`config.mk`:
```
export PLATFORM = sky130hd
export DESIGN_NAME = flappy_game_ctrl
export DESIGN_NICKNAME = d
export VERILOG_FILES = /design/src/rtl/flappy_pkg.sv /design/src/rtl/flappy_game_ctrl_pipe.sv /design/src/rtl/flappy_game_ctrl.sv
export SDC_FILE = /design/constraint.sdc
export NUM_CORES = 1
export LEC_CHECK = 0
export ABC_CLOCK_PERIOD_IN_PS = 7000
export BUFFER_PORTS_ARGS = -buffer_cell sky130_fd_sc_hd__clkbuf_2
export CORE_ASPECT_RATIO = 0.75
export CORE_MARGIN = 1
export CORE_UTILIZATION = 53
export CTS_CLUSTER_DIAMETER = 30
export DETAILED_ROUTE_END_ITERATION = 7
export GPL_TIMING_DRIVEN = 0
export PLACE_DENSITY = 0.76
export SLEW_MARGIN = 20
export SYNTH_ARGS = -nofsm -noshare
export SYNTH_HDL_FRONTEND = slang
export SYNTH_HIERARCHICAL = 1
export SYNTH_SLANG_ARGS = --single-unit
```
`constraint.sdc`:
```
create_clock -name Clk -period 7 [get_ports Clk]
set_input_delay 1.4 -clock Clk [delete_from_list [all_inputs] [get_ports Clk]]
set_output_delay 1.4 -clock Clk [all_outputs]
set_load 0.03 [all_outputs]
```
`src/rtl/flappy_pkg.sv`:
```
// Shared state encoding, default screen geometry and gap sequence for the
// flappy game controller.
package flappy_pkg;

   typedef enum logic [2:0] {
      ST_INIT = 3'b001,
      ST_PLAY = 3'b010,
      ST_LOST = 3'b100
   } state_t;

   localparam int unsigned DEF_TICK_DIV = 500000;
   localparam int unsigned DEF_SCREEN_W = 640;
   localparam int unsigned DEF_PIPE_W   = 60;
   localparam int unsigned DEF_PIPE_SPD = 2;
   localparam int unsigned DEF_GAP_H    = 120;
   localparam int unsigned DEF_BIRD_SZ  = 16;
   localparam int unsigned DEF_FLOOR_Y  = 20;
   localparam int unsigned DEF_CEIL_Y   = 470;

   localparam logic [9:0]  GAP_INIT      = 10'd200;
   localparam logic [9:0]  LFSR_GAP_BASE = 10'd80;
   localparam logic [15:0] LFSR_SEED     = 16'hACE1;

   function automatic logic [9:0] gap_table(input logic [1:0] idx);
      logic [9:0] g;
      g = 10'd100;
      unique case (idx)
         2'd0: g = 10'd100;
         2'd1: g = 10'd220;
         2'd2: g = 10'd160;
         2'd3: g = 10'd300;
         default: g = 10'd100;
      endcase
      return g;
   endfunction

endpackage

```
`src/rtl/flappy_game_ctrl_pipe.sv`:
```
// flappy_pipe: one pipe's X position, gap, respawn and bird pass / collision
// detection. All geometry is compared in 11 bits so sums cannot wrap.
module flappy_pipe
   import flappy_pkg::*;
#(
   parameter int unsigned X_INIT   = DEF_SCREEN_W,
   parameter int unsigned SCREEN_W = DEF_SCREEN_W,
   parameter int unsigned PIPE_W   = DEF_PIPE_W,
   parameter int unsigned PIPE_SPD = DEF_PIPE_SPD,
   parameter int unsigned GAP_H    = DEF_GAP_H,
   parameter int unsigned BIRD_SZ  = DEF_BIRD_SZ
) (
   input  logic       Clk,
   input  logic       Reset,
   input  logic       Clear,
   input  logic       Move,
   input  logic [9:0] GapNext,
   input  logic [9:0] XBird,
   input  logic [9:0] YBird,
   output logic [9:0] PipeX,
   output logic [9:0] GapY,
   output logic       Reload,
   output logic       Pass,
   output logic       Hit
);

   localparam logic [9:0]  X_RST   = 10'(X_INIT);
   localparam logic [9:0]  X_SPAWN = 10'(SCREEN_W);
   localparam logic [9:0]  SPD     = 10'(PIPE_SPD);
   localparam logic [10:0] W11     = 11'(PIPE_W);
   localparam logic [10:0] BSZ11   = 11'(BIRD_SZ);
   localparam logic [10:0] GAPH11  = 11'(GAP_H);

   logic [9:0]  x_new;
   logic [10:0] x11, xn11, xb11, yb11, gy11;

   always_comb begin
      Reload = Move && (PipeX < SPD);
      x_new  = Reload ? X_SPAWN : PipeX - SPD;
      x11    = {1'b0, PipeX};
      xn11   = {1'b0, x_new};
      xb11   = {1'b0, XBird};
      yb11   = {1'b0, YBird};
      gy11   = {1'b0, GapY};
      // Pass fires on the move that takes the pipe's right edge from at/past the bird to before it.
      Pass   = Move && (x11 + W11 >= xb11) && (xn11 + W11 < xb11);
      Hit    = (xb11 + BSZ11 > x11) && (xb11 < x11 + W11) &&
               ((yb11 < gy11) || (yb11 + BSZ11 > gy11 + GAPH11));
   end

   always_ff @(posedge Clk or posedge Reset) begin
      if (Reset) begin
         PipeX <= X_RST;
         GapY  <= GAP_INIT;
      end else if (Clear) begin
         PipeX <= X_RST;
         GapY  <= GAP_INIT;
      end else if (Move) begin
         PipeX <= x_new;
         if (Reload) GapY <= GapNext;
      end
   end

endmodule

```
`src/rtl/flappy_game_ctrl.sv`:
```
// Flappy game controller: INIT/PLAY/LOST FSM, tick divider, two pipes and score.
// Define FLAPPY_PIPE_LFSR_EN for LFSR gap heights instead of the fixed table.
module flappy_game_ctrl
   import flappy_pkg::*;
#(
   parameter int unsigned TICK_DIV = DEF_TICK_DIV,
   parameter int unsigned SCREEN_W = DEF_SCREEN_W,
   parameter int unsigned PIPE_W   = DEF_PIPE_W,
   parameter int unsigned PIPE_SPD = DEF_PIPE_SPD,
   parameter int unsigned GAP_H    = DEF_GAP_H,
   parameter int unsigned BIRD_SZ  = DEF_BIRD_SZ,
   parameter int unsigned FLOOR_Y  = DEF_FLOOR_Y,
   parameter int unsigned CEIL_Y   = DEF_CEIL_Y
) (
   input  logic       Clk,
   input  logic       Reset,
   input  logic       Start,
   input  logic       Ack,
   input  logic [9:0] XBird,
   input  logic [9:0] YBird,
   output logic       BirdRun,
   output logic       BirdClear,
   output logic       Tick,
   output logic [9:0] PipeX0,
   output logic [9:0] PipeX1,
   output logic [9:0] GapY0,
   output logic [9:0] GapY1,
   output logic [9:0] Score,
   output logic       q_Init,
   output logic       q_Play,
   output logic       q_Lost
);

   localparam int unsigned CW      = $clog2(TICK_DIV + 1);
   localparam logic [CW-1:0] CNT_MAX = CW'(TICK_DIV - 1);
   localparam logic [10:0] FLOOR11 = 11'(FLOOR_Y);
   localparam logic [10:0] CEIL11  = 11'(CEIL_Y);

   state_t        state, state_next;
   logic [CW-1:0] cnt;
   logic          hit, move, clear;
   logic          hit0, hit1, pass0, pass1, reload0, reload1;
   logic [9:0]    gap_a, gap_b, gap1;
   logic [1:0]    inc;
   logic [10:0]   score_sum;

   assign q_Init = (state == ST_INIT);
   assign q_Play = (state == ST_PLAY);
   assign q_Lost = (state == ST_LOST);

   assign hit   = q_Play && (({1'b0, YBird} <= FLOOR11) || ({1'b0, YBird} >= CEIL11) || hit0 || hit1);
   assign Tick  = q_Play && (cnt == CNT_MAX);
   // A hit on the tick cycle wins: no pipe motion or scoring on the way into LOST.
   assign move  = Tick && !hit;
   assign clear = q_Lost && Ack;

   always_ff @(posedge Clk or posedge Reset) begin
      if (Reset) state <= ST_INIT;
      else       state <= state_next;
   end

   always_comb begin
      state_next = state;
      BirdRun    = 1'b0;
      BirdClear  = 1'b0;
      unique case (state)
         ST_INIT: begin
            BirdClear = 1'b1;
            if (Start) state_next = ST_PLAY;
         end
         ST_PLAY: begin
            BirdRun = 1'b1;
            if (hit) state_next = ST_LOST;
         end
         ST_LOST: begin
            if (Ack) state_next = ST_INIT;
         end
         default: state_next = ST_INIT;
      endcase
   end

   always_ff @(posedge Clk or posedge Reset) begin
      if (Reset)                cnt <= '0;
      else if (q_Play && !hit)  cnt <= (cnt == CNT_MAX) ? '0 : cnt + CW'(1);
      else                      cnt <= '0;
   end

`ifdef FLAPPY_PIPE_LFSR_EN
   logic [15:0] lfsr, lfsr_nxt;

   assign lfsr_nxt = {lfsr[14:0], lfsr[15] ^ lfsr[13] ^ lfsr[12] ^ lfsr[10]};
   assign gap_a    = LFSR_GAP_BASE + {2'b00, lfsr[7:0]};
   assign gap_b    = LFSR_GAP_BASE + {2'b00, lfsr_nxt[7:0]};

   always_ff @(posedge Clk or posedge Reset) begin
      if (Reset) lfsr <= LFSR_SEED;
      else       lfsr <= lfsr_nxt;
   end
`else
   logic [1:0] gidx;

   assign gap_a = gap_table(gidx);
   assign gap_b = gap_table(gidx + 2'd1);

   always_ff @(posedge Clk or posedge Reset) begin
      if (Reset) gidx <= '0;
      else       gidx <= gidx + {1'b0, reload0} + {1'b0, reload1};
   end
`endif

   // Pipe 0 takes the current gap; pipe 1 takes the following one if both respawn together.
   assign gap1 = reload0 ? gap_b : gap_a;

   flappy_pipe #(
      .X_INIT   (SCREEN_W),
      .SCREEN_W (SCREEN_W),
      .PIPE_W   (PIPE_W),
      .PIPE_SPD (PIPE_SPD),
      .GAP_H    (GAP_H),
      .BIRD_SZ  (BIRD_SZ)
   ) u_pipe0 (
      .Clk     (Clk),
      .Reset   (Reset),
      .Clear   (clear),
      .Move    (move),
      .GapNext (gap_a),
      .XBird   (XBird),
      .YBird   (YBird),
      .PipeX   (PipeX0),
      .GapY    (GapY0),
      .Reload  (reload0),
      .Pass    (pass0),
      .Hit     (hit0)
   );

   flappy_pipe #(
      .X_INIT   (SCREEN_W + SCREEN_W / 2),
      .SCREEN_W (SCREEN_W),
      .PIPE_W   (PIPE_W),
      .PIPE_SPD (PIPE_SPD),
      .GAP_H    (GAP_H),
      .BIRD_SZ  (BIRD_SZ)
   ) u_pipe1 (
      .Clk     (Clk),
      .Reset   (Reset),
      .Clear   (clear),
      .Move    (move),
      .GapNext (gap1),
      .XBird   (XBird),
      .YBird   (YBird),
      .PipeX   (PipeX1),
      .GapY    (GapY1),
      .Reload  (reload1),
      .Pass    (pass1),
      .Hit     (hit1)
   );

   assign inc       = {1'b0, pass0} + {1'b0, pass1};
   assign score_sum = {1'b0, Score} + {9'd0, inc};

   always_ff @(posedge Clk or posedge Reset) begin
      if (Reset)      Score <= '0;
      else if (clear) Score <= '0;
      else if (move)  Score <= score_sum[10] ? '1 : score_sum[9:0];
   end

endmodule

```
==> results.py <==
metrics = {
    "run_status": {
        "outcome": "complete, but fails checks",
        "failed_checks": "setup timing",
    },
    "clocking": {
        "maximum_clock_path_buffer_count": 2,
        "clock_insertion_delay_worst_skew_ps": 340,
        "clock_sink_count": 74,
        "cts.reportedPaths.clkPinSlew_ps": 60,
        "cts_buffers": 9,
        "htree_levels": 3,
        "hold_buffers": 0,
        "tritoncts_clock_tree": "yes",
        "clock_tree.root_cell": "sky130_fd_sc_hd__clkbuf_16",
    },
    "pwr": {
        "pwr-share-comb": 0.581,
        "seq_power_share": 0.218,
        "pwr-share-clk": 0.201,
        "max-vdd-ir-drop_mv": 0.180,
        "sw_frac_of_total": 0.425,
        "p_int_uw": 1320,
        "cellPowerDensity_nw_per_um2": 248,
        "power.static_leakage_uw": 0.00427,
        "netSwitchingPower_uw": 976,
    },
    "timing": {
        "final-max-slew-violation-count": 0,
        "setup_repair_after_global_routing_missed_its_margin": "yes",
        "max_clock_freq_mhz": 125,
        "worst-slew-pin-transition_ps": 843,
        "timing.final.crit_share": 1.14,
        "worst_slack_ps": -975,
        "final_worst_path_period_need_ps": 7980,
        "timing.slew.headroom": 0.437,
        "timing_hold_violations_final": 0,
        "whs_ps": 486,
        "finalSetupViolations": 10,
        "worst_clock_skew_ps": 6.35,
    },
    "global_routing": {
        "first_global_vias": 6589,
        "first_pass_grt_wire_length_um": 34400,
        "grt_use_total": 0.297,
        "grt_start_max_net_pins": 35,
        "grt_overflow_total": 0,
        "antenna_found_initial": 0,
    },
    "place": {
        "routabilityCongestion": 0.927,
        "place_hpwl_um": 15400,
        "placement.setup.worst_slack_ps": -2450,
        "buffer_ports.inserted": 79,
    },
    "yosys": {
        "ys_seq_area_frac": 0.249,
        "netlist_area_um2": 7500,
        "yosys.area_share.xor_xnor": 0.0876,
        "library_cell_with_the_largest_summed_area_after_synthesis": "sky130_fd_sc_hd__dfrtp_1",
        "post_synth_inst_count": 900,
        "complex_gate_fraction_of_the_synthesized_area": 0.163,
        "synth_top_family_by_area": "simple AND/OR/NAND/NOR gates",
        "asyncSetResetFlopFracSynth": 1.00,
        "synthTopCellsByArea": "sky130_fd_sc_hd__dfrtp_1, sky130_fd_sc_hd__ha_1, sky130_fd_sc_hd__xnor2_1",
        "post_synth_and_or_nand_nor_area_fraction": 0.224,
        "yosys_register_bits": 74,
        "synthAdderAreaFrac": 0.194,
        "syn-mean-instance-area_um2": 8.33,
        "synth.distinct_cells": 74,
        "synth_largest_type_area_fraction": 0.204,
        "synth_ff_type": "sky130_fd_sc_hd__dfrtp_1",
        "yosys_warnings": 6,
        "synth_enable_flop_cells": 0,
        "synth_top_cells_by_count": "sky130_fd_sc_hd__ha_1, sky130_fd_sc_hd__nand2_1, sky130_fd_sc_hd__inv_1",
        "yosysMostFrequentCell": "sky130_fd_sc_hd__ha_1",
        "fraction_of_synthesized_area_in_multiplexers": 0.0170,
    },
    "critical_path": {
        "path_max_fanout": 5,
        "arrival_ps": 8230,
        "critical_path.most_common_cell": "sky130_fd_sc_hd__ha_4",
        "slowest_stage": "sky130_fd_sc_hd__or4_4",
        "timing.critical_path.from_type": "primary input",
        "critical_path_required_ps": 7250,
        "critPathCaptureType": "flip-flop",
        "critical_path_class": "primary input to flip-flop",
        "worst_path_largest_cell_delay_ps": 580,
    },
    "cells_and_area": {
        "final_nets": 1169,
        "fillers": 1130,
        "layout-area-overhead-vs-synth_pct": 23.2,
        "multiInputGateArea_um2": 5590,
        "area.sequential_um2": 1870,
        "diodes": 0,
        "layout-drive-gt1-share": 0.240,
    },
    "worst_hold_path": {
        "hold_path.class": "flip-flop to flip-flop",
    },
    "route": {
        "routed-via-count": 7125,
        "vias_per_cell": 5.89,
        "drt-initial-drc-count": 599,
        "routed_wirelength_um": 21400,
        "detailedRoute.firstPassIterationCount": 5,
        "detail-route-antenna-nets": 0,
        "remaining_drcs": 0,
        "detail_routed_net_length_per_standard_cell_um": 17.6,
    },
    "floorplanning": {
        "i_o_pin_total": 80,
        "fp.dieH_um": 105,
        "fp.dieW_um": 139,
        "fp-row-count": 37,
        "die_area_um2": 14600,
        "initial_utilization": 0.545,
        "design.core.area_um2": 13700,
    },
    "run": {
        "maxCapViolCount": 0,
    },
}
[metal layers]
| layer | vias to the layer above | share of wire | global-route usage |
|---|---|---|---|
| li1 | 3451 | - | - |
| met1 | 3395 | 0.49 | 0.445 |
| met2 | 258 | 0.43 | 0.441 |
| met3 | 21 | 0.065 | 0.0477 |
| met4 | 0 | 0.015 | 0.0690 |
| met5 | - | 0 | 0 |
[stage by stage]
step | cell area (um^2) | setup TNS (ps) | instances | util | total power, uW
after floorplan | 7670 | -5520 | 905 | - | 1410
after global routing | 9240 | -11960 | 1210 | 0.672 | 2440
after CTS | 9010 | -8880 | 1197 | 0.655 | 2250
after global placement | 8280 | -23380 | 1159 | 0.602 | 1660
final | 9240 | -9200 | 1210 | 0.672 | 2300
after detailed placement | 8280 | -23790 | 1159 | 0.602 | 1680
[cell type report]
cell class / instances / share of cell area
clock inverter: 6 / 0.00731
inverter: 87 / 0.0359
tap: 175 / 0.0237
timing repair buffer: 114 / 0.0803
buffer: 31 / 0.0210
sequential: 74 / 0.202
clock buffer: 10 / 0.0248
multi-input combinational: 713 / 0.605
[final timing paths]
| path | startpoint | endpoint | slack (ps) | cells after the start |
|---|---|---|---|---|
| worst max-delay path | YBird[4] | Score[9] | -980 | 37 |
| worst min-delay path | cnt[0] | cnt[0] | 490 | 1 |
| worst max register to register | u_pipe0/PipeX[3] | Score[9] | -790 | 37 |
| worst min register to register | cnt[0] | cnt[0] | 490 | 1 |
| max in group asynchronous | Reset | u_pipe1/PipeX[4] | 5200 | 2 |
| min in group asynchronous | Reset | gidx[0] | 1220 | 2 |
[worst max-delay path: cells and delay by family]
family / cells / cell delay, ps
simple gates: 15 / 2880
compound gates: 8 / 1570
fa+ha+maj: 6 / 1460
buf+inv: 6 / 650
xor+xnor: 2 / 250
[flip-flops by register name (all words and copies together), names as in the netlist]
| name | count |
|---|---|
| gidx | 2 |
| u_pipe0/GapY | 10 |
| u_pipe0/PipeX | 10 |
| Score | 10 |
| state | 3 |
| cnt | 19 |
| u_pipe1/PipeX | 10 |
| u_pipe1/GapY | 10 |
[cells by family (layout without fill, tap and decap cells)]
logic type | Yosys count | in the layout
adders and majority gates | 115 | 115
buffers and inverters | 118 | 248
AOI/OAI and AO/OA | 179 | 179
DFF | 74 | 74
muxes | 12 | 12
other | 1 | 6
xor gates and xnor gates | 75 | 75
and+or+nand+nor | 326 | 326
[layout by cell type, fill, tap and decap left out, types with 13 or more instances in the layout]
master                     count
sky130_fd_sc_hd__ha_1        106
sky130_fd_sc_hd__nand2_1      85
sky130_fd_sc_hd__inv_1        80
sky130_fd_sc_hd__clkbuf_2     70
sky130_fd_sc_hd__dfrtp_1      61
sky130_fd_sc_hd__nor2_1       56
sky130_fd_sc_hd__xnor2_1      51
sky130_fd_sc_hd__a21oi_1      49
sky130_fd_sc_hd__nand3_1      38
sky130_fd_sc_hd__buf_4        38
sky130_fd_sc_hd__nor3_1       25
sky130_fd_sc_hd__xor2_1       21
sky130_fd_sc_hd__nand4_1      19
sky130_fd_sc_hd__clkbuf_1     17
sky130_fd_sc_hd__a21o_1       17
sky130_fd_sc_hd__and3_1       16
sky130_fd_sc_hd__o21ai_0      16
sky130_fd_sc_hd__dfstp_2      13
[power groups by stage]
stage                     Sequential (uW)  Clock, uW  Combinational [uW]
after global routing                  504        489                1450
after detailed placement              506          0                1180
final                                 500        462                1330
after floorplan                       536          0                 877
after global placement                507          0                1150
after CTS                             499        470                1280
[timing repair]
| item | 4_1_cts | 5_1_grt |
|---|---|---|
| endpoints found under the setup margin | 10 | 10 |
| gates resized for setup | 50 | 36 |
| pin swaps | 34 | 18 |
| buffers inserted | 22 | 13 |
Power figures use the tool's default switching activity.
